### src/rtl/dma_way_mask_pkg.sv
// Shared constants, types and helpers for the DMA beat counter / way-mask block.
// Optional saturating count: define DMA_WAY_MASK_COUNTER_SATURATE_EN.
package dma_way_mask_pkg;

  localparam int DMA_BURST_LEN_DEF  = 4;
  localparam int WAYS_DEF           = 4;
  localparam int BYTES_PER_LANE_DEF = 8;

  // Width helper that never returns 0, so single-value fields still get a bit.
  function automatic int safe_clog2(input int v);
    return (v <= 1) ? 1 : $clog2(v);
  endfunction

  typedef logic [WAYS_DEF-1:0][BYTES_PER_LANE_DEF-1:0] way_mask_t;

endpackage

### src/rtl/way_mask_expand.sv
// Replicates each input bit expand_p times; bit w lands in out[w*expand_p +: expand_p].
module way_mask_expand #(
  parameter int in_width_p = 4,
  parameter int expand_p   = 8
) (
  input  logic [in_width_p-1:0]          in_i,
  output logic [in_width_p*expand_p-1:0] out_o
);

  for (genvar w = 0; w < in_width_p; w++) begin : g_lane
    assign out_o[w*expand_p +: expand_p] = {expand_p{in_i[w]}};
  end

endmodule

### src/rtl/dma_way_mask_counter.sv
// Burst beat counter with fill/evict end flags plus one-hot way decode and byte-lane mask.
// Define DMA_WAY_MASK_COUNTER_SATURATE_EN to hold at max_val_p instead of wrapping.
module dma_way_mask_counter
  import dma_way_mask_pkg::*;
#(
  parameter  int max_val_p  = DMA_BURST_LEN_DEF,
  parameter  int init_val_p = 0,
  parameter  int ways_p     = WAYS_DEF,
  parameter  int expand_p   = BYTES_PER_LANE_DEF,
  localparam int cw         = safe_clog2(max_val_p + 1),
  localparam int lw         = safe_clog2(ways_p)
) (
  input  logic                       clk_i,
  input  logic                       reset_n_i,
  input  logic                       clear_i,
  input  logic                       up_i,
  output logic [cw-1:0]              count_o,
  output logic                       last_o,
  output logic                       max_o,
  input  logic [lw-1:0]              way_i,
  output logic [ways_p-1:0]          way_onehot_o,
  output logic [ways_p*expand_p-1:0] way_mask_o
);

  localparam logic [cw-1:0] INIT_VAL = cw'(init_val_p);
  localparam logic [cw-1:0] MAX_VAL  = cw'(max_val_p);

  logic [cw-1:0] count_q, count_d, base;

  // clear+up is the evict-start case (init+1); only a plain up at max overflows.
  always_comb begin
    base    = clear_i ? INIT_VAL : count_q;
    count_d = base;
    if (up_i) begin
      if (!clear_i && (count_q == MAX_VAL)) begin
`ifdef DMA_WAY_MASK_COUNTER_SATURATE_EN
        count_d = MAX_VAL;
`else
        count_d = '0;
`endif
      end else begin
        count_d = base + cw'(1);
      end
    end
  end

  always_ff @(posedge clk_i or negedge reset_n_i) begin
    if (!reset_n_i) count_q <= INIT_VAL;
    else            count_q <= count_d;
  end

  assign count_o = count_q;
  assign max_o   = (count_q == MAX_VAL);

  if (max_val_p == 0) begin : g_no_last
    assign last_o = 1'b0;
  end else begin : g_last
    assign last_o = (count_q == cw'(max_val_p - 1));
  end

  // Out-of-range way indices match no lane and give an all-zero decode.
  for (genvar w = 0; w < ways_p; w++) begin : g_dec
    assign way_onehot_o[w] = (way_i == lw'(w));
  end

  way_mask_expand #(
    .in_width_p (ways_p),
    .expand_p   (expand_p)
  ) u_expand (
    .in_i  (way_onehot_o),
    .out_o (way_mask_o)
  );

endmodule

### config.mk
export PLATFORM = sky130hd
export DESIGN_NAME = dma_way_mask_counter
export DESIGN_NICKNAME = d
export VERILOG_FILES = /design/src/rtl/dma_way_mask_pkg.sv /design/src/rtl/way_mask_expand.sv /design/src/rtl/dma_way_mask_counter.sv
export SDC_FILE = /design/constraint.sdc
export NUM_CORES = 1
export LEC_CHECK = 0
export BUFFER_PORTS_ARGS = -buffer_cell sky130_fd_sc_hd__buf_2
export CAP_MARGIN = 40
export CORE_UTILIZATION = 30
export DETAILED_ROUTE_END_ITERATION = 12
export GPL_TIMING_DRIVEN = 0
export PLACE_DENSITY = 0.73
export SYNTH_ARGS = -nofsm -noshare
export SYNTH_HDL_FRONTEND = slang
export SYNTH_SLANG_ARGS = --single-unit
### constraint.sdc
create_clock -name clk_i -period 1.1 [get_ports clk_i]
set_input_delay 0.055 -clock clk_i [delete_from_list [all_inputs] [get_ports clk_i]]
set_output_delay 0.055 -clock clk_i [all_outputs]
set_load 0.05 [all_outputs]
# After elaboration in Yosys (flattened, before gate mapping)
# Index checks and enable logic that the tools add are counted.
# W data, S select, Z words.
[word_totals] out_inout_bits=41 reg_bits=3 in_bits=6 word_cells=13
[classes] reduce_logical=3 n_eq_ne=5 muxes=3 add_sub_neg=1
[ops] operator="$mux W3" count=3
[ops] operator="$eq A2 B2 Y1 const B" count=2
[ops] operator="$add A3 B1 Y3 const B" count=1
[ops] operator="$eq A3 B2 Y1 const B" count=1
[ops] operator="$eq A3 B3 Y1 const B" count=1
[ops] operator="$eq A2 B1 Y1 const B" count=1
[ops] operator="$logic_not A2 Y1" count=1
[ops] operator="$logic_and A1 B1 Y1" count=1
[ops] operator="$logic_not A1 Y1" count=1

# Longest topological paths before layout
# Gate-level depths: netlist of run 1.
[logic_depth] depth_word=4 ltp_mapped=5 mapped_depth_nobuf=5

# By module
# From an unflattened synthesis of run 1, not the netlist that was laid out.
[hier_totals] hier_cells=58 hier_area_um2=454.2
[modules_own_cells] mod="way_mask_expand" cells_each=32 area_each_um2=240.2 seq_area_each_um2=0.0 n_inst=1
[modules_own_cells] mod="dma_way_mask_counter" cells_each=26 area_each_um2=214.0 seq_area_each_um2=75.1 n_inst=1

# Worst setup path after synthesis of run 1
# Ideal clock, no wire load.
[synth_path] path_type="register to output" start="reg count_q[2] (netlist: count_o[2])" end="out max_o" path_buffers=0 arrival_time_ns=1.895 slack_ns=-0.850 stages_incl_launch_ff=2 required_ns=1.045 path_cell_list="dfrtp_1 nor3b_1"
[synth_via] elab_chain_len=1
[synth_rtl] element="start: declaration" line="dma_way_mask_counter.sv:28" rtl="logic [cw-1:0] count_q, count_d, base;"
[synth_rtl] element="start signal: assignment" line="dma_way_mask_counter.sv:49" rtl="else count_q <= count_d;"
[synth_rtl] element="$eq A3 B3 Y1" line="dma_way_mask_counter.sv:53" rtl="assign max_o = (count_q == MAX_VAL);"
[synth_rtl] element="end: declaration" line="dma_way_mask_counter.sv:19" rtl="output logic max_o,"
# No other way between the ends.

# Worst setup path in the final report of run 1
[layout_path] start="reg count_q[0] (netlist: count_o[0])" end="reg count_q[2] (netlist: count_o[2])"
[layout_via] elab_chain_len=4 word_cells_on_any_way=6 classes_between="1 x add/sub; 1 x eq/ne; 3 x mux; 1 x reduce/logical"
[layout_rtl] element="$mux W3 or $eq A3 B3 Y1 (tied branches)" line="dma_way_mask_counter.sv:32, dma_way_mask_counter.sv:35"
[layout_rtl] element="$add A3 B1 Y3 or $logic_and A1 B1 Y1 (tied branches)" line="dma_way_mask_counter.sv:42, dma_way_mask_counter.sv:35"
[layout_rtl] element="$mux W3 *" line="dma_way_mask_counter.sv:35" rtl="if (!clear_i && (count_q == MAX_VAL)) begin"
[layout_rtl] element="$mux W3 *" line="dma_way_mask_counter.sv:34" rtl="if (up_i) begin"
[layout_rtl] element="via count_d[2]" line="dma_way_mask_counter.sv:28"
# Mark *: on every way through the listed nets, which the timed path passes. The rest lies on a longest branch.

==> out/qor.yml, run 1 <==
outcome:
  outcome: "finished with violations"
  violations: "setup timing"
pwr:
  switchingPower_uw: 460
  pwr-share-seq_pct: 15.4
  vdd_drop_max_mv: 0.423
  netSwitchingFraction_pct: 51.3
  pwr-share-clk_pct: 21.0
  internal_power_uw: 437
  comb_power_share_pct: 63.6
  power.total_uw: 898
  leakagePower_nw: 0.509
  power.density_nw_per_um2: 1080
global_routing:
  grt_pass1_wl_um: 1420
  gr-usage-all-layers_pct: 12.5
  grt_max_degree: 10
  antenna_found_initial: 0
  grt_overflow_total: 0
  grt_pass1_vias: 363
detailed_routing:
  via_count: 493
  drc: 0
  viasPerCell: 3.91
  drt_iter0_drc: 6
  drt_wl_total_um: 1130
  ant_nets: 0
  routedWlPerCell_um: 8.94
  first_pass_iters: 2
place:
  post-place-cells: 119
  portBuffers: 46
  dp_hpwl_um: 867
  pre_cts_slack_ns: -0.0863
  place_congestion: 0.612
setup_path:
  worstPathCellList: "and2b_2 > ha_4 > o21bai_1 > a31oi_1"
  r2r-start: "count_o[0]"
  critPathArrivalTime_ns: 1.33
  crit_path_max_incr_delay_ns: 0.44
  r2r_cells: 4
  critPathKind: "flip-flop to flip-flop"
  regToRegEndpoint: "count_o[2]"
  cp-end-kind: "flip-flop"
  cp-start-kind: "flip-flop"
  crit_fanout: 5
  critPathLaunch: "count_o[0]"
  cp_slowest_cell: "dfrtp_2"
  crit_required_ns: 1.24
  crit_end: "count_o[2]"
  worst-r2r-setup-slack_ns: -0.09
clocking:
  cts_made_buffers: 3
  cts_root_buf: "clkbuf_4"
  cts_sinks: 3
  clockBufferDepth: 2
  cts_tree: "yes"
  clk_pin_slew_ns: 0.04
  clk_latency_ns: 0.23
  h-tree-depth: 1
floorplan:
  dieArea_um2: 1670
  rows: 13
  initial_utilization_pct: 33.6
  pin_count: 47
  die_h_um: 40.9
  core_um2: 1350
  die_width_um: 40.9
synthesis:
  synth_cell_types: 17
  synth_area_um2: 454
  yosys_warnings: 0
  synth_top_cell_by_area: "buf_4"
  avgSynthCellArea_um2: 7.83
  synth.net_count: 65
  synth.area.top_cells: "buf_4, dfrtp_1, a21oi_1"
  yosysSeqAreaShare_pct: 16.5
  ys_ff_latch: 3
  syn-instance-count: 58
  synth.top_cell.area_share_pct: 52.9
layout:
  antenna_cells: 0
  postLayoutCoreUtil_pct: 61.6
  largest_reg_flops: 3
  final_common_cell: "buf_2"
  layout-drive-gt1-share_pct: 88.3
  stdcell_count: 126
  final_net_count: 119
  area_growth_pct: 83.2
  layout_common_cells: "buf_2, buf_4, clkbuf_4, dfrtp_2"
sta:
  period_minus_slack_ns: 1.19
  fmax_mhz: 843
  grt_setup_unrepaired: "yes"
  drv_slew: 0
  fin_ws_ns: -0.0857
  worst_pin_slew_ns: 0.314
  fin_crit_sh_pct: 108
  setup_viol: 3
  slew-limit-headroom_pct: 79.0
  clock_skew_ns: 0.00200
  hold_viol: 0
job:
  cap_violations: 0
hold_path:
  hp-class: "input port to flip-flop"
==> synthesized netlist by cell type <==
library cell,count
a21oi_1,4
a31oi_1,1
and2_1,1
and2b_1,1
and2b_4,1
buf_4,32
dfrtp_1,3
ha_1,1
inv_1,1
nand2_1,1
nand2b_1,2
nor2_1,4
nor2b_1,2
nor3b_1,1
o21ai_0,1
o21bai_1,1
o22a_1,1
==> worst max-delay path: cells and delay by family (launching register included) <==
kind                     cells  cell delay [ns]
adder cells (fa/ha/maj)      1             0.16
AND/OR/NAND/NOR              1             0.24
AO/OA/AOI/OAI                2             0.27
flip-flops                   1             0.44
==> logic make-up after synthesis <==
group	Yosys count	synth area share, %
adders and majority gates	1	2.75
DFF	3	16.5
AOI/OAI and AO/OA	8	10.5
and+or+nand+nor	13	16.5
buffers and inverters	33	53.7
==> cell type report <==
| class | count | area, µm² |
|---|---|---|
| Clock buffer | 4 | 26.3 |
| Sequential cell | 3 | 78.8 |
| Buffer | 32 | 240 |
| Inverter | 1 | 3.75 |
| Tap cell | 15 | 18.8 |
| Timing Repair Buffer | 49 | 274 |
| Multi-Input combinational cell | 22 | 190 |
| Fill cell | 135 | 518 |
==> per-layer routing <==
| metal | wire, µm | GRT usage [%] | share of wire [%] |
|---|---|---|---|
| met1 | 442 | 12.3 | 39 |
| met3 | 56 | 1.63 | 5.0 |
| met4 | 0 | 5.00 | 0 |
| met5 | 0 | 0 | 0 |
| met2 | 627 | 25.4 | 56 |
==> power groups by stage <==
stage / sequential, mW / combinational [mW] / clock (mW)
after floorplan: 0.168 / 0.414 / 0
after global placement: 0.141 / 0.536 / 0
after detailed placement: 0.141 / 0.543 / 0
after CTS: 0.138 / 0.562 / 0.199
after global routing: 0.140 / 0.601 / 0.210
final: 0.138 / 0.571 / 0.189
==> what timing repair did <==
item / CTS / global route
pin swaps: 0 / 1
hold endpoints to repair: 3 / 0
setup buffers: 2 / 0
hold buffers: 1 / 0
setup endpoints to repair: 4 / 5
resized for setup: 3 / 6
==> through the flow <==
| stage | area [µm²] | hold WS (ns) | setup TNS, ns |
|---|---|---|---|
| floorplan | 508 | -0.241 | -0.376 |
| global placement | 757 | -0.149 | -0.127 |
| detailed placement | 757 | -0.148 | -0.162 |
| CTS | 817 | 0.116 | -0.170 |
| global route | 832 | 0.121 | -0.367 |
| finish | 832 | 0.123 | -0.187 |
==> how the worst min path moves through the flow <==
stage / endpoint / start / slack, ns / depth (start not counted)
after global placement: count_o[0] / reset_n_i / -0.15 / 1
final: count_o[2] / up_i / 0.12 / 2
after floorplan: count_o[0] / reset_n_i / -0.24 / 0
after CTS: count_o[2] / up_i / 0.12 / 2
after global routing: count_o[2] / up_i / 0.12 / 2
after detailed placement: count_o[0] / reset_n_i / -0.15 / 1
No activity file was read; power rests on OpenSTA's default activity.
==> run 2, diff against run 1 <==
--- a/config.mk
+++ b/config.mk
@@ -10,6 +10,7 @@
 export CORE_UTILIZATION = 30
 export DETAILED_ROUTE_END_ITERATION = 12
 export GPL_TIMING_DRIVEN = 0
+export MAX_ROUTING_LAYER = met4
 export PLACE_DENSITY = 0.73
 export SYNTH_ARGS = -nofsm -noshare
 export SYNTH_HDL_FRONTEND = slang
==> run 2 against run 1 <==
  * Routed wire length increased by 0.53%
  * Global-route usage increased by 0.35 points
  * Highest routed layer is now met4
  * Die area unchanged
  * Clock power about the same
  * Largest cell class unchanged
  * Clock skew about the same
  * Register-to-register slack about the same
  * The flow still finishes with violations (setup timing)
  * Clock-buffer cell count unchanged
  * First-iteration DRC count unchanged
==> out/qor.yml, run 2 (synthesis gave the netlist of run 1 again) <==
outcome:
  outcome: "finished with violations"  # unchanged
  violations: "setup timing"  # unchanged
detailed_routing:
  drt_wl_total_um: 1130  # about the same
  routedWlPerCell_um: 8.98  # was 8.94 µm
  drt_iter0_drc: 6  # unchanged
  ant_nets: 0  # unchanged
  viasPerCell: 3.95  # was 3.91
  drc: 0  # unchanged
  first_pass_iters: 3  # was 2
  via_count: 498  # was 493
floorplan:
  core_um2: 1350  # unchanged
  initial_utilization_pct: 33.6  # unchanged
  pin_count: 47  # unchanged
  die_h_um: 40.9  # unchanged
  dieArea_um2: 1670  # unchanged
  die_width_um: 40.9  # unchanged
  rows: 13  # unchanged
global_routing:
  grt_pass1_vias: 362  # was 363
  grt_max_degree: 10  # unchanged
  gr-usage-all-layers_pct: 12.9  # was 12.5%
  grt_pass1_wl_um: 1420  # unchanged
  grt_overflow_total: 0  # unchanged
  antenna_found_initial: 0  # unchanged
clocking:
  cts_root_buf: "clkbuf_4"  # unchanged
  cts_sinks: 3  # unchanged
  cts_made_buffers: 3  # unchanged
  clk_pin_slew_ns: 0.04  # about the same
  cts_tree: "yes"  # unchanged
  h-tree-depth: 1  # unchanged
  clockBufferDepth: 2  # unchanged
  clk_latency_ns: 0.23  # about the same
setup_path:
  critPathArrivalTime_ns: 1.33  # about the same
  critPathKind: "flip-flop to flip-flop"  # unchanged
  crit_fanout: 5  # unchanged
  r2r_cells: 4  # unchanged
  cp-end-kind: "flip-flop"  # unchanged
  crit_required_ns: 1.24  # about the same
  cp-start-kind: "flip-flop"  # unchanged
hold_path:
  hp-class: "input port to flip-flop"  # unchanged
  hold_path_depth: 2  # unchanged
place:
  place_area_um2: 757  # unchanged
  dp_hpwl_um: 867  # unchanged
  portBuffers: 46  # unchanged
  place_congestion: 0.617  # was 0.612
layout:
  final_common_cell: "buf_2"  # unchanged
  area_growth_pct: 83.2  # unchanged
  antenna_cells: 0  # unchanged
  largest_reg_flops: 3  # unchanged
  final_area_um2: 832  # unchanged
  layout_common_cells: "buf_2, buf_4, clkbuf_4, dfrtp_2"  # unchanged
  final_net_count: 119  # unchanged
  layout-drive-gt1-share_pct: 88.3  # unchanged
  postLayoutCoreUtil_pct: 61.6  # unchanged
sta:
  period_minus_slack_ns: 1.18  # was 1.19 ns
  fin_crit_sh_pct: 108  # about the same
  hold_viol: 0  # unchanged
  fin_ws_ns: -0.0838  # was -0.0857 ns
  setup_viol: 3  # unchanged
  slew-limit-headroom_pct: 79.0  # unchanged
  grt_setup_unrepaired: "yes"  # unchanged
  hold_slack_ns: 0.121  # was 0.123 ns
  worst_pin_slew_ns: 0.314  # unchanged
  fmax_mhz: 845  # was 843 MHz
  clock_skew_ns: 0.00181  # was 0.00200 ns
  drv_slew: 0  # unchanged
pwr:
  power.total_uw: 900  # was 898 µW
  vdd_drop_max_mv: 0.423  # about the same
  leakagePower_nw: 0.509  # unchanged
  power.density_nw_per_um2: 1080  # about the same
job:
  cap_violations: 0  # unchanged
==> run 2: cell counts in the layout (fill, tap and decap cells not counted) <==
No cell type changed its count.
==> run 2: power by group <==
part / internal (mW) / switching [mW]
Clock: 0.136 / 0.0548
Combinational: 0.180 / 0.390
Sequential: 0.121 / 0.0171
Total: 0.437 / 0.462
==> run 2: per-stage QoR <==
stage	std cells	setup WS, ns	TNS [ns]
final	126	-0.0838	-0.188
after global routing	126	-0.131	-0.367
after CTS	126	-0.0779	-0.170
after detailed placement	119	-0.0863	-0.162
after global placement	119	-0.0639	-0.127
after floorplan	58	-0.164	-0.376
==> run 2: cell type report <==
type                       count  area (µm²)
inverter                       1        3.75
tap                           15        18.8
buffer                        32         240
sequential                     3        78.8
timing repair buffer          49         274
fill                         135         518
multi-input combinational     22         190
clock buffer                   4        26.3
==> run 2: worst paths after layout <==
path | start | to | slack, ns
worst min-delay path | up_i | count_o[2] | 0.12
min in group asynchronous | reset_n_i | count_o[1] | 0.15
worst max register to register | count_o[0] | count_o[2] | -0.08
worst min register to register | count_o[1] | count_o[1] | 0.66
worst max-delay path | count_o[0] | count_o[2] | -0.08
max in group asynchronous | reset_n_i | count_o[2] | 0.83
==> run 2: metal layers <==
layer / part of all wire [%] / up-vias / global-route usage (%)
met1: 38 / 215 / 12.3
met3: 5.8 / 2 / 1.63
met5: 0 / - / -
met4: 1.1 / 0 / 5.00
li1: - / 259 / -
met2: 55 / 22 / 25.4
==> run 2: critical path, stage by stage, from the launching register on <==
cell and delay [ns]:
dfrtp_2 0.44, and2b_2 0.24, ha_4 0.16, o21bai_1 0.14
a31oi_1 0.13
==> run 2: what timing repair did <==
| action | in CTS | in global routing |
|---|---|---|
| hold buffers | 1 | 0 |
| gates resized for setup | 3 | 6 |
| setup endpoints to repair | 4 | 5 |
| setup buffers | 2 | 0 |
| pin swaps | 0 | 1 |
| hold endpoints to repair | 3 | 0 |
